### src/rtl/rc_tag_manager_pkg.sv
// Shared constants and length-decoding helpers for the RC tag manager.
// The PCIe length fields use 0 to encode their maximum value.
package rc_tag_manager_pkg;

    localparam logic [2:0] CPL_STATUS_SC = 3'd0;

    function automatic logic [10:0] dw_len(input logic [9:0] raw);
        return (raw == 10'd0) ? 11'd1024 : {1'b0, raw};
    endfunction

    function automatic logic [12:0] byte_cnt(input logic [11:0] raw);
        return (raw == 12'd0) ? 13'd4096 : {1'b0, raw};
    endfunction

endpackage

### src/rtl/rc_tag_prio_enc.sv
// Lowest-set-bit finder; used to pick the lowest-index free tag.
module rc_tag_prio_enc #(
    parameter int WIDTH = 32,
    parameter int IDX_W = 5
) (
    input  logic [WIDTH-1:0] i_bits,
    output logic [IDX_W-1:0] o_idx,
    output logic             o_found
);

    always_comb begin
        // NOTE: defaults first so every path assigns both outputs; no latch is inferred.
        o_idx   = '0;
        o_found = 1'b0;
        // Scan downward so the lowest set bit is the last one written and wins.
        for (int i = WIDTH - 1; i >= 0; i--) begin
            if (i_bits[i]) begin
                o_idx   = IDX_W'(i);
                o_found = 1'b1;
            end
        end
    end

endmodule

### src/rtl/rc_tag_manager.sv
// PCIe read-tag allocator with completion-buffer budget tracking.
// Tags are granted to the DMA reader and released when their final completion header is seen.
module rc_tag_manager
    import rc_tag_manager_pkg::*;
#(
    parameter int NUM_TAGS      = 32,
    parameter int TAG_WIDTH     = 5,
    parameter int CPL_BUDGET_DW = 1024
) (
    input  logic                 user_clk,
    input  logic                 user_reset,
    input  logic                 req_valid,
    input  logic [9:0]           req_dwlen,
    output logic                 req_ready,
    output logic [TAG_WIDTH-1:0] req_tag,
    input  logic                 cpl_valid,
    input  logic [7:0]           cpl_tag,
    input  logic [9:0]           cpl_dwlen,
    input  logic [11:0]          cpl_bytecnt,
    input  logic [6:0]           cpl_lowaddr,
    input  logic [2:0]           cpl_status,
    input  logic                 cpl_poisoned,
    output logic                 tag_done,
    output logic [TAG_WIDTH-1:0] done_tag,
    output logic                 done_err,
    output logic                 err_unexpected,
    output logic [TAG_WIDTH:0]   in_flight,
    output logic [12:0]          budget_used
);

    localparam int         CNT_W      = TAG_WIDTH + 1;
    localparam logic [8:0]  TAG_LIMIT  = 9'(NUM_TAGS);
    localparam logic [12:0] BUDGET_MAX = 13'(CPL_BUDGET_DW);

    logic [NUM_TAGS-1:0]  r_busy;
    logic [NUM_TAGS-1:0]  r_err;
    logic [10:0]          r_len [NUM_TAGS];
    logic [12:0]          r_budget;
    logic [CNT_W-1:0]     r_in_flight;
    logic                 r_tag_done;
    logic [TAG_WIDTH-1:0] r_done_tag;
    logic                 r_done_err;
    logic                 r_err_unexp;

    logic [TAG_WIDTH-1:0] w_grant_idx;
    logic                 w_any_free;
    logic [10:0]          w_req_len;
    logic [12:0]          w_budget_after;
    logic                 w_accept;
    logic [TAG_WIDTH-1:0] w_cpl_idx;
    logic                 w_cpl_in_range;
    logic                 w_cpl_hit;
    logic                 w_cpl_status_err;
    logic                 w_cpl_bad;
    logic [12:0]          w_cpl_bytes;
    logic [12:0]          w_cpl_need;
    logic                 w_cpl_last;
    logic                 w_release;
    logic                 w_flag_next;
    logic [12:0]          w_add_len;
    logic [12:0]          w_sub_len;
    logic                 w_unused;

    rc_tag_prio_enc #(
        .WIDTH (NUM_TAGS),
        .IDX_W (TAG_WIDTH)
    ) u_free_enc (
        .i_bits  (~r_busy),
        .o_idx   (w_grant_idx),
        .o_found (w_any_free)
    );

    // Request side: the grant reads the pre-update bitmap, so a tag freed this cycle waits one cycle.
    assign w_req_len      = dw_len(req_dwlen);
    assign w_budget_after = r_budget + {2'b00, w_req_len};
    assign req_ready      = w_any_free && (w_budget_after <= BUDGET_MAX);
    assign req_tag        = w_grant_idx;
    assign w_accept       = req_valid && req_ready;

    // Completion side: a completion ends the request on error or once it covers the remaining bytes.
    assign w_cpl_idx        = cpl_tag[TAG_WIDTH-1:0];
    assign w_cpl_in_range   = {1'b0, cpl_tag} < TAG_LIMIT;
    assign w_cpl_hit        = cpl_valid && w_cpl_in_range && r_busy[w_cpl_idx];
    assign w_cpl_status_err = (cpl_status != CPL_STATUS_SC);
    assign w_cpl_bad        = w_cpl_status_err || cpl_poisoned;
    assign w_cpl_bytes      = {dw_len(cpl_dwlen), 2'b00};
    assign w_cpl_need       = byte_cnt(cpl_bytecnt) + {11'd0, cpl_lowaddr[1:0]};
    assign w_cpl_last       = w_cpl_status_err || (w_cpl_bytes >= w_cpl_need);
    assign w_release        = w_cpl_hit && w_cpl_last;
    assign w_flag_next      = r_err[w_cpl_idx] || w_cpl_bad;

    assign w_add_len = w_accept  ? {2'b00, w_req_len}        : 13'd0;
    assign w_sub_len = w_release ? {2'b00, r_len[w_cpl_idx]} : 13'd0;

    // Only the dword offset of the lower address affects the byte accounting.
    assign w_unused = &{1'b0, cpl_lowaddr[6:2]};

    // NOTE: sequential state uses non-blocking assignments so every process sees pre-edge values.
    always_ff @(posedge user_clk) begin
        if (user_reset) begin
            r_busy      <= '0;
            r_err       <= '0;
            r_budget    <= '0;
            r_in_flight <= '0;
            r_tag_done  <= 1'b0;
            r_done_tag  <= '0;
            r_done_err  <= 1'b0;
            r_err_unexp <= 1'b0;
        end else begin
            if (w_accept)  r_busy[w_grant_idx] <= 1'b1;
            if (w_release) r_busy[w_cpl_idx]   <= 1'b0;
            if (w_cpl_hit) r_err[w_cpl_idx]    <= w_cpl_last ? 1'b0 : w_flag_next;

            r_budget    <= r_budget + w_add_len - w_sub_len;
            r_in_flight <= r_in_flight + CNT_W'(w_accept) - CNT_W'(w_release);

            r_tag_done  <= w_release;
            r_done_err  <= w_release && w_flag_next;
            if (w_release) r_done_tag <= w_cpl_idx;
            r_err_unexp <= cpl_valid && !w_cpl_hit;
        end
    end

    // NOTE: the length array has no reset; an entry is only read while its busy bit is set.
    always_ff @(posedge user_clk) begin
        if (w_accept) r_len[w_grant_idx] <= w_req_len;
    end

    assign tag_done       = r_tag_done;
    assign done_tag       = r_done_tag;
    assign done_err       = r_done_err;
    assign err_unexpected = r_err_unexp;
    assign in_flight      = r_in_flight;
    assign budget_used    = r_budget;

endmodule

### config.mk
export PLATFORM = sky130hd
export DESIGN_NAME = rc_tag_manager
export DESIGN_NICKNAME = d
export VERILOG_FILES = /design/src/rtl/rc_tag_manager_pkg.sv /design/src/rtl/rc_tag_prio_enc.sv /design/src/rtl/rc_tag_manager.sv
export SDC_FILE = /design/constraint.sdc
export NUM_CORES = 1
export LEC_CHECK = 0
export BUFFER_PORTS_ARGS = -buffer_cell sky130_fd_sc_hd__buf_2
export CELL_PAD_IN_SITES_DETAIL_PLACEMENT = 0
export CELL_PAD_IN_SITES_GLOBAL_PLACEMENT = 1
export CORE_MARGIN = 8
export CORE_UTILIZATION = 55
export CTS_CLUSTER_SIZE = 10
export DETAILED_ROUTE_END_ITERATION = 12
export GPL_ROUTABILITY_DRIVEN = 0
export HOLD_SLACK_MARGIN = 0.03
export PLACE_DENSITY_LB_ADDON = 0.1
export SLEW_MARGIN = 30
export SYNTH_ARGS = -nofsm -noshare
export SYNTH_HDL_FRONTEND = slang
export SYNTH_SLANG_ARGS = --single-unit
### constraint.sdc
create_clock -name user_clk -period 16.05 [get_ports user_clk]
set_clock_uncertainty 0.15 [all_clocks]
set_input_delay 3.21 -clock user_clk [delete_from_list [all_inputs] [get_ports user_clk]]
set_output_delay 3.21 -clock user_clk [all_outputs]
set_load 0.01 [all_outputs]
Word-level counts from Yosys, hierarchy flattened

Memory sizes are Yosys's and may differ from the RTL's.
Cells that the tools add are included.

$add $sub $neg: 6
Order comparisons: 7
Muxes and demuxes: 84
Bitwise operators: 4
Reduce and logical (&&, ||, !) cells: 17

Operators with widths:

| kind                 | count |
|---|---|
| $mux 5               | 32 |
| $mux 32              | 3 |
| $not 32->32          | 2 |
| $mux 11              | 4 |
| $mux 1               | 39 |
| $and 32x32->32       | 1 |
| $bwmux 32            | 1 |
| $or 32x32->32        | 1 |
| $add 13x11->13       | 2 |
| $logic_not 10->1     | 2 |
| $add 13x2->13        | 1 |
| $ge 13x13->1         | 1 |
| $le 13x11->1 const B | 1 |
| $mux 13              | 1 |
| $sub 13x11->13       | 1 |
| $logic_not 12->1     | 1 |
| $lt 5x6->1 const B   | 2 |
| $bmux 1 s5           | 2 |
| $demux 1 s5          | 2 |
| $ge 5x1->1 const B   | 2 |
| $logic_and 1x1->1    | 9 |
| $lt 8x6->1 const B   | 1 |
| $add 6x1->6          | 1 |
| $sub 6x1->6          | 1 |
| other kinds (3)      | 5 |

Bits in registers: 91
RAM bits: 352
Input bits: 55
Output and inout bits: 33
Word-level logic and storage cells: 127
Memories: 1

Memory list:

| name  | words | bits a word | rd ports | clocked after memory_dff | write ports | line                 | source |
|---|---|---|---|---|---|---|---|
| r_len | 32    | 11          | 1        | 0                        | 1           | rc_tag_manager.sv:37 | `logic [10:0] r_len [NUM_TAGS];` |

Longest topological paths before layout

Gate-level depths: netlist of the first run.

Depth after elaboration: 42
Mapped depth: 30
Gate-level depth less buffers: 27

Modules after synthesis

A second synthesis of the first run with hierarchy kept.

Cells, all modules: 1,453
Area, all modules: 20,319.5 µm²

By module, submodules not included:

| module          | times used | cells each | area an instance (µm²) | sequential area each (µm²) |
|---|---|---|---|---|
| rc_tag_manager  | 1          | 1,388      | 19,949.1               | 12,391.9 |
| rc_tag_prio_enc | 1          | 65         | 370.4                  | 0.0 |

Least setup slack after synthesis of the first run

OpenSTA, ideal clock, no wires.

Path type: input to output
Start point: in req_dwlen[4]
End point: out req_ready
Arrival: 7.447 ns
Data required time: 12.690 ns
Setup slack: 5.243 ns
Stages: 9
Buffers on the path: 0
Cell sequence: or4_1 > nor4_1 > ha_1 > a21o_1 > a21oi_1 > a32oi_1 > xnor2_1 > o21ai_1 > nor3b_1

Longest elaborated chain between the ends: 5

Ends and longest elaborated chain:

| element            | line                    | source |
|---|---|---|
| start: declaration | rc_tag_manager.sv:13    | `input logic [9:0] req_dwlen,` |
| $logic_not 10->1   | rc_tag_manager_pkg.sv:8 | `return (raw == 10'd0) ? 11'd1024 : {1'b0, raw};` |
| $mux 11            | rc_tag_manager_pkg.sv:8 |  |
| via w_req_len[10]  | rc_tag_manager.sv:47    | `logic [10:0] w_req_len;` |
| $add 13x11->13     | rc_tag_manager.sv:75    | `assign w_budget_after = r_budget + {2'b00, w_req_len};` |
| $le 13x11->1       | rc_tag_manager.sv:76    | `assign req_ready = w_any_free && (w_budget_after <= BUDGET_MAX);` |
| $logic_and 1x1->1  | rc_tag_manager.sv:76    |  |
| end: declaration   | rc_tag_manager.sv:14    | `output logic req_ready,` |

The timed path passes the listed nets, and every way through them passes these cells.

Final worst setup path of the first run

Start point: in req_dwlen[0]
End point: out req_ready

Longest elaborated chain between the ends: 5

Ends and longest elaborated chain:

| element               | line |
|---|---|
| $logic_not 10->1      | rc_tag_manager_pkg.sv:8 |
| $mux 11 (*)           | rc_tag_manager_pkg.sv:8 |
| $add 13x11->13 (*)    | rc_tag_manager.sv:75 |
| $le 13x11->1 (*)      | rc_tag_manager.sv:76 |
| $logic_and 1x1->1 (*) | rc_tag_manager.sv:76 |

Mark *: on every way between the ends. The rest lies on a longest branch, timed or not.

==> impl_metrics.yaml, run 1 <==
power:
  peakVddDrop_v: 0.0000967
  switching_share: 0.281
  p_sw_w: 0.000840
  p_int_w: 0.00215
  powerDensity_nw_per_um2: 133
  pwr-share-comb: 0.209
  pwr-share-seq: 0.433
  p_leak_nw: 7.62
  pwr-share-clk: 0.358
  finalPower_w: 0.00299
timing:
  slew-limit-headroom: 0.374
  setup_violations: 0
  fmax_mhz: 98.7
  rsz0062_at_grt: "false"
  period_minus_slack_ns: 10.13
  hold_violations: 0
  tightestPinTransition_ns: 0.939
  finalMaxSlewViolations: 0
  setup-tns-final_ns: 0
  period_share: 0.631
yosys:
  avgSynthCellArea_um2: 14.3
  yosys_warnings: 0
  synth_top_area_frac: 0.528
  ys_ff_latch: 443
  synth_edf_count: 352
  yosys.area.top_type: "edfxtp_1"
  yosysSeqAreaShare: 0.619
  yosysMostFrequentCell: "edfxtp_1"
  yosys-top-cells-count: "352 x edfxtp_1, 112 x nor2_1, 105 x mux4_2, 91 x dfxtp_1, 86 x nand2_1"
  ys_types: 66
  synth_area_um2: 20000
  synth_nets: 1515
  synthArstFlopShare: 0
  synth_area_leaders: "edfxtp_1 53%, mux4_2 12%, dfxtp_1 9.1%"
  ys.flop_type: "edfxtp_1"
  syn-instance-count: 1403
placed_design:
  hpwl_um: 31900
  port_buffers: 82
worst_setup_path:
  reg2reg_slack_ns: 10.11
  worst-path-max-fanout: 35
  startpoint_type: "input pin"
  worst_ep_required_time_ns: 12.69
  endpoint_kind: "output port"
  critical_path_class: "input pin to output port"
  arrival_ns: 6.77
detailed_routing:
  ant_nets: 0
  via_count: 12200
  drt_iter0_markers: 986
  vias_per_cell: 6.13
  first_pass_iters: 5
  drt_wl_total_um: 49500
  drcViolationCount: 0
  wl_per_cell_um: 24.9
cells_and_area:
  num_antenna_cells: 0
  drive_gt1_frac: 0.208
  fillCellCount: 2741
  area_delta_synth_final_pct: 12.2
  regArea_um2: 12400
  multi_input_area_um2: 7050
  nets: 1590
floorplan:
  start_util: 0.552
  rows: 70
  fp.dieH_um: 207
  fp.coreArea_um2: 36300
  io_pins: 88
  die_area_um2: 42800
  die_w_um: 207
clocking:
  cts_hold_buffers: 0
  clk_latency_ns: 0.59
  cts-htree-levels: 2
  cts_tree: "yes"
  cts_setup_buffers: 0
  clock_path_buffers: 3
  postCtsResizedCells: 0
  path_clk_slew_ns: 0.06
  numCtsBuffers: 51
  clock_sinks: 443
  root_buffer: "clkbuf_16"
global_routing:
  track_usage: 0.235
  grt_pass1_vias: 12100
  grt_pass1_wl_um: 74800
  grt_max_degree: 91
  antenna_found_initial: 1
  overflow: 0
min_path:
  hold_path_class: "register to register"
status:
  status: "completed"
job:
  drv_cap: 0
## sequential cells by signal, summed over array words and instances (netlist names), 5 cells and up
signal	cells
r_err	32
r_busy	32
budget_used	13
r_len	352
done_tag	5
in_flight	6
## metal layers
layer,vias up,share of wire,track usage
met5,-,0,0
met4,0,0.021,0.0697
met3,64,0.062,0.0353
met2,392,0.49,0.387
met1,6183,0.43,0.322
li1,5558,-,-
## layout by cell type (no fill, tap or decap), drive strengths merged, types with 4 or more instances in the layout
| cell | Yosys | final |
|---|---|---|
| fa | 14 | 14 |
| o21a | 8 | 8 |
| edfxtp | 352 | 352 |
| a21oi | 56 | 56 |
| nand3 | 19 | 19 |
| nor2 | 112 | 112 |
| a211oi | 22 | 22 |
| buf | 31 | 112 |
| a21o | 11 | 11 |
| a221oi | 10 | 10 |
| a311oi | 5 | 5 |
| ha | 43 | 43 |
| xnor2 | 14 | 14 |
| nor4 | 11 | 11 |
| o21ai | 31 | 31 |
| nor3 | 28 | 28 |
| or4 | 9 | 9 |
| and2 | 7 | 7 |
| or2 | 4 | 4 |
| dfxtp | 91 | 91 |
| nor2b | 13 | 13 |
| a31oi | 15 | 15 |
| a22oi | 5 | 5 |
| mux4 | 105 | 105 |
| clkbuf | 59 | 91 |
| nand4 | 15 | 15 |
| clkinv | 0 | 4 |
| or3 | 13 | 13 |
| and3 | 5 | 5 |
| and3b | 4 | 4 |
| nor3b | 8 | 8 |
| inv | 73 | 74 |
| nand2b | 8 | 8 |
| mux2i | 27 | 27 |
| xor2 | 14 | 14 |
| o22ai | 40 | 40 |
| nand2 | 86 | 86 |
## cell families after synthesis
logic type	Yosys count	synth area share
compound gates	231	0.0800
xor+xnor	28	0.0122
simple gates	349	0.0838
fa+ha+maj	57	0.0408
flops	443	0.619
buf+inv	163	0.0330
mux	132	0.132
## area by class of cell
| class | instances | share of cell area |
|---|---|---|
| flip-flops and latches | 443 | 0.551 |
| multi-input cells | 797 | 0.314 |
| clock buffers | 91 | 0.0653 |
| repair buffers | 112 | 0.0288 |
| well taps | 468 | 0.0260 |
| inverters | 73 | 0.0122 |
| clock inverters | 5 | 0.00284 |
## power by group through the flow
stage,combinational (W),clock [W],sequential [W]
2_1_floorplan,0.000453,0,0.00132
3_3_place_gp,0.000612,0,0.00132
3_5_place_dp,0.000622,0,0.00132
4_1_cts,0.000628,0.00109,0.00129
5_1_grt,0.000703,0.00113,0.00130
6_report,0.000624,0.00107,0.00129
## final timing paths
check / depth (start not counted) / end / start
worst max-delay path: 12 / req_ready / req_dwlen[0]
worst min-delay path: 2 / r_err[1] / r_err[1]
worst max register to register: 23 / budget_used[12] / budget_used[0]
worst min register to register: 2 / r_err[1] / r_err[1]
## worst max-delay path, stage by stage
cell and delay, ns:
buf_2 0.49, ha_1 0.28, inv_1 0.06, fa_1 0.42, xnor2_1 0.15, a2111oi_0 0.46
and3b_1 0.22, o211ai_1 0.10, a2111o_4 0.53, and2_2 0.24, nor3b_1 0.38, buf_2 0.21
## through the flow
| stage | instance area [um^2] | setup slack (ns) | hold WS (ns) | util | instances |
|---|---|---|---|---|---|
| 3_5_place_dp | 20900 | 5.82 | 0.302 | 0.577 | 1893 |
| 2_1_floorplan | 20000 | 5.24 | 0.283 | - | 1403 |
| 6_report | 22500 | 5.92 | 0.311 | 0.620 | 1989 |
| 4_1_cts | 22500 | 5.81 | 0.310 | 0.620 | 1989 |
| 3_3_place_gp | 20900 | 5.93 | 0.297 | 0.576 | 1893 |
| 5_1_grt | 22500 | 5.68 | 0.343 | 0.620 | 1989 |
No activity file was read; power rests on OpenSTA's default activity.
==> run 2: changes to the inputs <==
- CORE_UTILIZATION: 55 -> 47
- clock period: 16.05 -> 8.4 ns (I/O delays scaled with it)
==> run 2 against run 1 <==
Compared with the run above:
- clock power increased by 91%
- critical path depth grew 10
- die area is 16% higher
- critical endpoint is now budget_used[12]
==> impl_metrics.yaml, run 2 (synthesis results as in run 1) <==
floorplan:
  rows: 75
  fp.coreArea_um2: 42000
  die_w_um: 222
  fp.dieH_um: 222
  die_area_um2: 49500
  start_util: 0.477
  io_pins: 88
clocking:
  clock_sinks: 443
  numCtsBuffers: 52
  cts_setup_buffers: 0
  cts-htree-levels: 2
  clock_path_buffers: 3
  root_buffer: "clkbuf_16"
  path_clk_slew_ns: 0.05
  postCtsResizedCells: 0
  clk_latency_ns: 0.61
  cts_hold_buffers: 0
  cts_tree: "yes"
timing:
  fmax_mhz: 139
  setup_violations: 0
  period_share: 0.855
  period_minus_slack_ns: 7.18
  slew-limit-headroom: 0.289
  rsz0062_at_grt: "false"
  fin_ws_ns: 1.22
  tightestPinTransition_ns: 1.06
  setup-tns-final_ns: 0
  hold_violations: 0
  finalMaxSlewViolations: 0
detailed_routing:
  first_pass_iters: 7
  drcViolationCount: 0
  drt_iter0_markers: 1057
  via_count: 12100
  vias_per_cell: 5.95
  drt_wl_total_um: 51000
  wl_per_cell_um: 25.0
  ant_nets: 0
cells_and_area:
  layout_commonest_cell: "edfxtp_1"
  fin_area_um2: 22500
  nets: 1592
  mostFrequentLayoutCells: "352 x edfxtp_1, 105 x mux4_2, 97 x nor2_1"
  top_regs: "r_len x352, r_busy x32, r_err x32"
  fillCellCount: 3509
  area_delta_synth_final_pct: 12.5
  regArea_um2: 12400
  multi_input_area_um2: 7040
  stdcell_count: 2038
  num_antenna_cells: 0
  top_register: "r_len"
  drive_gt1_frac: 0.210
  largest_reg_flops: 352
placed_design:
  place_inst: 1964
  place_area_um2: 21000
  dp_slack_ns: 0.569
  port_buffers: 82
  hpwl_um: 33600
worst_setup_path:
  worst_ep_required_time_ns: 8.70
  startpoint_type: "input pin"
  arrival_ns: 7.48
  r2r_cells: 22
  critical_path_class: "input pin to register"
  crit_path_end: "budget_used[12]"
  rr_endpoint: "budget_used[12]"
  reg2reg_slack_ns: 2.40
  worst-path-max-fanout: 35
  startpoint: "req_dwlen[4]"
  endpoint_kind: "register"
  r2r_start: "budget_used[0]"
global_routing:
  track_usage: 0.205
  grt_pass1_vias: 12100
  grt_max_degree: 57
  antenna_found_initial: 0
  grt_pass1_wl_um: 77400
  overflow: 0
power:
  peakVddDrop_v: 0.000186
  powerDensity_nw_per_um2: 252
  p_leak_nw: 7.62
min_path:
  hold_path_class: "register to register"
job:
  drv_cap: 0
status:
  status: "completed"
## run 2: final cells by class
cell class	count	share of cell area
timing repair buffer	113	0.0292
clock buffer	67	0.0616
tap	539	0.0299
sequential	443	0.550
inverter	73	0.0122
clock inverter	6	0.00483
multi-input combinational	797	0.312
## run 2: layer usage
metal | part of all wire | track usage
met3 | 0.055 | 0.0342
met5 | 0 | 0
met4 | 0.023 | 0.0599
met2 | 0.47 | 0.329
met1 | 0.45 | 0.287
## run 2: worst min path at each step
stage,from,to,slack (ns),depth (start not counted)
global route,r_err[23],r_err[23],0.34,2
finish,r_err[1],r_err[1],0.31,2
CTS,r_err[1],r_err[1],0.32,2
floorplan,r_err[1],r_err[1],0.28,2
global placement,r_err[4],r_err[4],0.30,2
detailed placement,r_err[4],r_err[4],0.31,2
## run 2: critical path, stage by stage
cell	delay [ns]
buf_2	0.36
or4_1	0.66
nor4_4	0.28
ha_1	0.36
a21o_1	0.22
a21oi_1	0.15
a32oi_1	0.12
xnor2_1	0.16
o21ai_1	0.33
nor3_1	0.62
nand2_1	0.15
fa_1	0.52
inv_1	0.04
ha_1	0.29
nor2b_1	0.15
o21a_1	0.18
o21ai_0	0.23
a21o_1	0.19
a21oi_1	0.11
nor4_1	0.38
o21ai_0	0.14
nor3b_1	0.15
## run 2: where the power goes
group | switching [W] | internal, W | total, W
clock | 0.000856 | 0.00118 | 0.00204
combinational | 0.000684 | 0.000485 | 0.00117
sequential | 0.0000453 | 0.00243 | 0.00248
total | 0.00159 | 0.00409 | 0.00568
## run 2: through the flow
step | hold WS [ns] | utilization | power [W]
floorplan | 0.283 | - | 0.00339
global placement | 0.298 | 0.499 | 0.00369
detailed placement | 0.307 | 0.500 | 0.00369
CTS | 0.315 | 0.536 | 0.00573
global route | 0.342 | 0.536 | 0.00595
finish | 0.311 | 0.536 | 0.00568
==> run 3: changes to the inputs <==
- CORE_UTILIZATION: 47 -> 52
- clock period: 8.4 -> 7.67 ns (I/O delays scaled with it)
==> run 3 against run 2 <==
Compared with the run above:
- sequential power is 9.3% higher
- non-clock buffer count is 28 higher
- via count is 1.3% higher
- critical path type unchanged
- sequential share of layout area is 0.37 points lower
- die area is 8.9% lower
- count of clock-buffer cells in the layout is 3 higher
- critical path depth is 1 higher
- register-to-register slack worse by 0.84 ns
- cell area is 0.67% higher
==> impl_metrics.yaml, run 3 (synthesis results as in run 1) <==
timing:
  fin_ws_ns: 0.885
  tightestPinTransition_ns: 0.954
  finalMaxSlewViolations: 0
  fmax_mhz: 147
  setup_violations: 0
  hold_violations: 0
  rsz0062_at_grt: "false"
  slew-limit-headroom: 0.359
  period_share: 0.885
  setup-tns-final_ns: 0
  period_minus_slack_ns: 6.78
clocking:
  postCtsResizedCells: 0
  clk_latency_ns: 0.60
  clock_path_buffers: 3
  path_clk_slew_ns: 0.06
  cts_hold_buffers: 0
  root_buffer: "clkbuf_16"
  numCtsBuffers: 52
  cts_tree: "yes"
  clock_sinks: 443
  cts-htree-levels: 2
  cts_setup_buffers: 0
floorplan:
  fp.dieH_um: 212
  rows: 72
  io_pins: 88
  fp.coreArea_um2: 38400
  start_util: 0.522
  die_area_um2: 45100
  die_w_um: 212
detailed_routing:
  vias_per_cell: 6.00
  drcViolationCount: 0
  drt_wl_total_um: 50800
  route.top_layer_used: "met4"
  wl_per_cell_um: 24.8
  ant_nets: 0
  via_count: 12300
  drt_iter0_markers: 1301
  dr_wl_met3_um: 3210
  wl_met1_um: 22100
  wl_met2_um: 24100
  first_pass_iters: 5
cells_and_area:
  num_antenna_cells: 0
  drive_gt1_frac: 0.215
  fin_area_um2: 22700
  mostFrequentLayoutCells: "352 x edfxtp_1, 111 x nor2_1, 105 x mux4_2"
  top_regs: "r_len x352, r_busy x32, r_err x32"
  nets: 1620
  multi_input_area_um2: 7010
  top_register: "r_len"
  largest_reg_flops: 352
  layout_commonest_cell: "edfxtp_1"
  area_delta_synth_final_pct: 13.2
  regArea_um2: 12400
  fillCellCount: 3049
min_path:
  hold_path_class: "register to register"
power:
  p_leak_nw: 7.76
  peakVddDrop_v: 0.000210
  powerDensity_nw_per_um2: 273
status:
  status: "completed"
placed_design:
  port_buffers: 82
  dp_slack_ns: 0.345
  hpwl_um: 33400
  place_area_um2: 21200
worst_setup_path:
  cp_cell_sequence: "buf_2 > buf_4 > or4_1 > nor4_4 > ha_1 > a21o_1 > a21oi_1 > a32oi_1 > xnor2_1 > o21ai_1 > nor3_1 > nand2_1 > fa_1 > inv_1 > ha_1 > nor2b_1 > o21a_1 > o21ai_0 > a21o_1 > a21oi_1 > nor4_1 > o21ai_0 > nor3b_1"
  critical_path_class: "input pin to register"
  worst-path-max-fanout: 34
  critPathMaxStageDelay_ns: 0.65
  arrival_ns: 7.07
  cp_slowest_cell: "or4_1"
  endpoint_kind: "register"
  worst_ep_required_time_ns: 7.95
  startpoint_type: "input pin"
global_routing:
  grt_max_degree: 91
  grt_pass1_wl_um: 76200
  track_usage: 0.227
  overflow: 0
  antenna_found_initial: 0
  grt_pass1_vias: 12200
job:
  drv_cap: 0
[run 3: cell types whose count changed in the layout (fill, tap and decap cells not counted), moves of 2 or more]
cell and change:
clkbuf_1 +2, nor2_2 -14, buf_4 +27, nor2_1 +14
[run 3: layout make-up]
class | instances | share of cell area
clock buffers | 70 | 0.0622
clock inverters | 6 | 0.00303
inverters | 73 | 0.0121
multi-input cells | 797 | 0.309
flip-flops and latches | 443 | 0.546
well taps | 518 | 0.0286
repair buffers | 141 | 0.0388
[run 3: worst max-delay path: cells and delay by family]
family	cells	cell delay [ns]
simple gates	7	2.29
compound gates	9	1.52
fa+ha+maj	3	1.17
buf+inv	3	0.39
xor+xnor	1	0.14
[run 3: per-stage QoR]
stage               cells  utilization  hold slack [ns]  total power, W
floorplan            1403            -            0.283         0.00371
detailed placement   1972        0.552            0.302         0.00405
global placement     1972        0.552            0.296         0.00404
CTS                  2048        0.591            0.314         0.00625
finish               2048        0.591            0.319         0.00620
global route         2048        0.591            0.323         0.00649
[run 3: path summary, 6_finish.rpt]
kind,start,end,slack [ns],cells past startpoint
hold / removal,r_err[4],r_err[4],0.32,2
hold reg to reg,r_err[4],r_err[4],0.32,2
setup / recovery,req_dwlen[0],budget_used[12],0.89,23
setup reg to reg,budget_used[0],budget_used[12],1.56,22
[run 3: routing by layer]
layer  up-vias  GRT usage
met5         -          0
met4         0     0.0747
met3        74     0.0422
met2       394      0.359
met1      6231      0.317
li1       5595          -
[run 3: power breakdown]
group	internal, W	total, W	switching, W
Sequential	0.00266	0.00271	0.0000480
Combinational	0.000540	0.00130	0.000756
Clock	0.00127	0.00220	0.000927
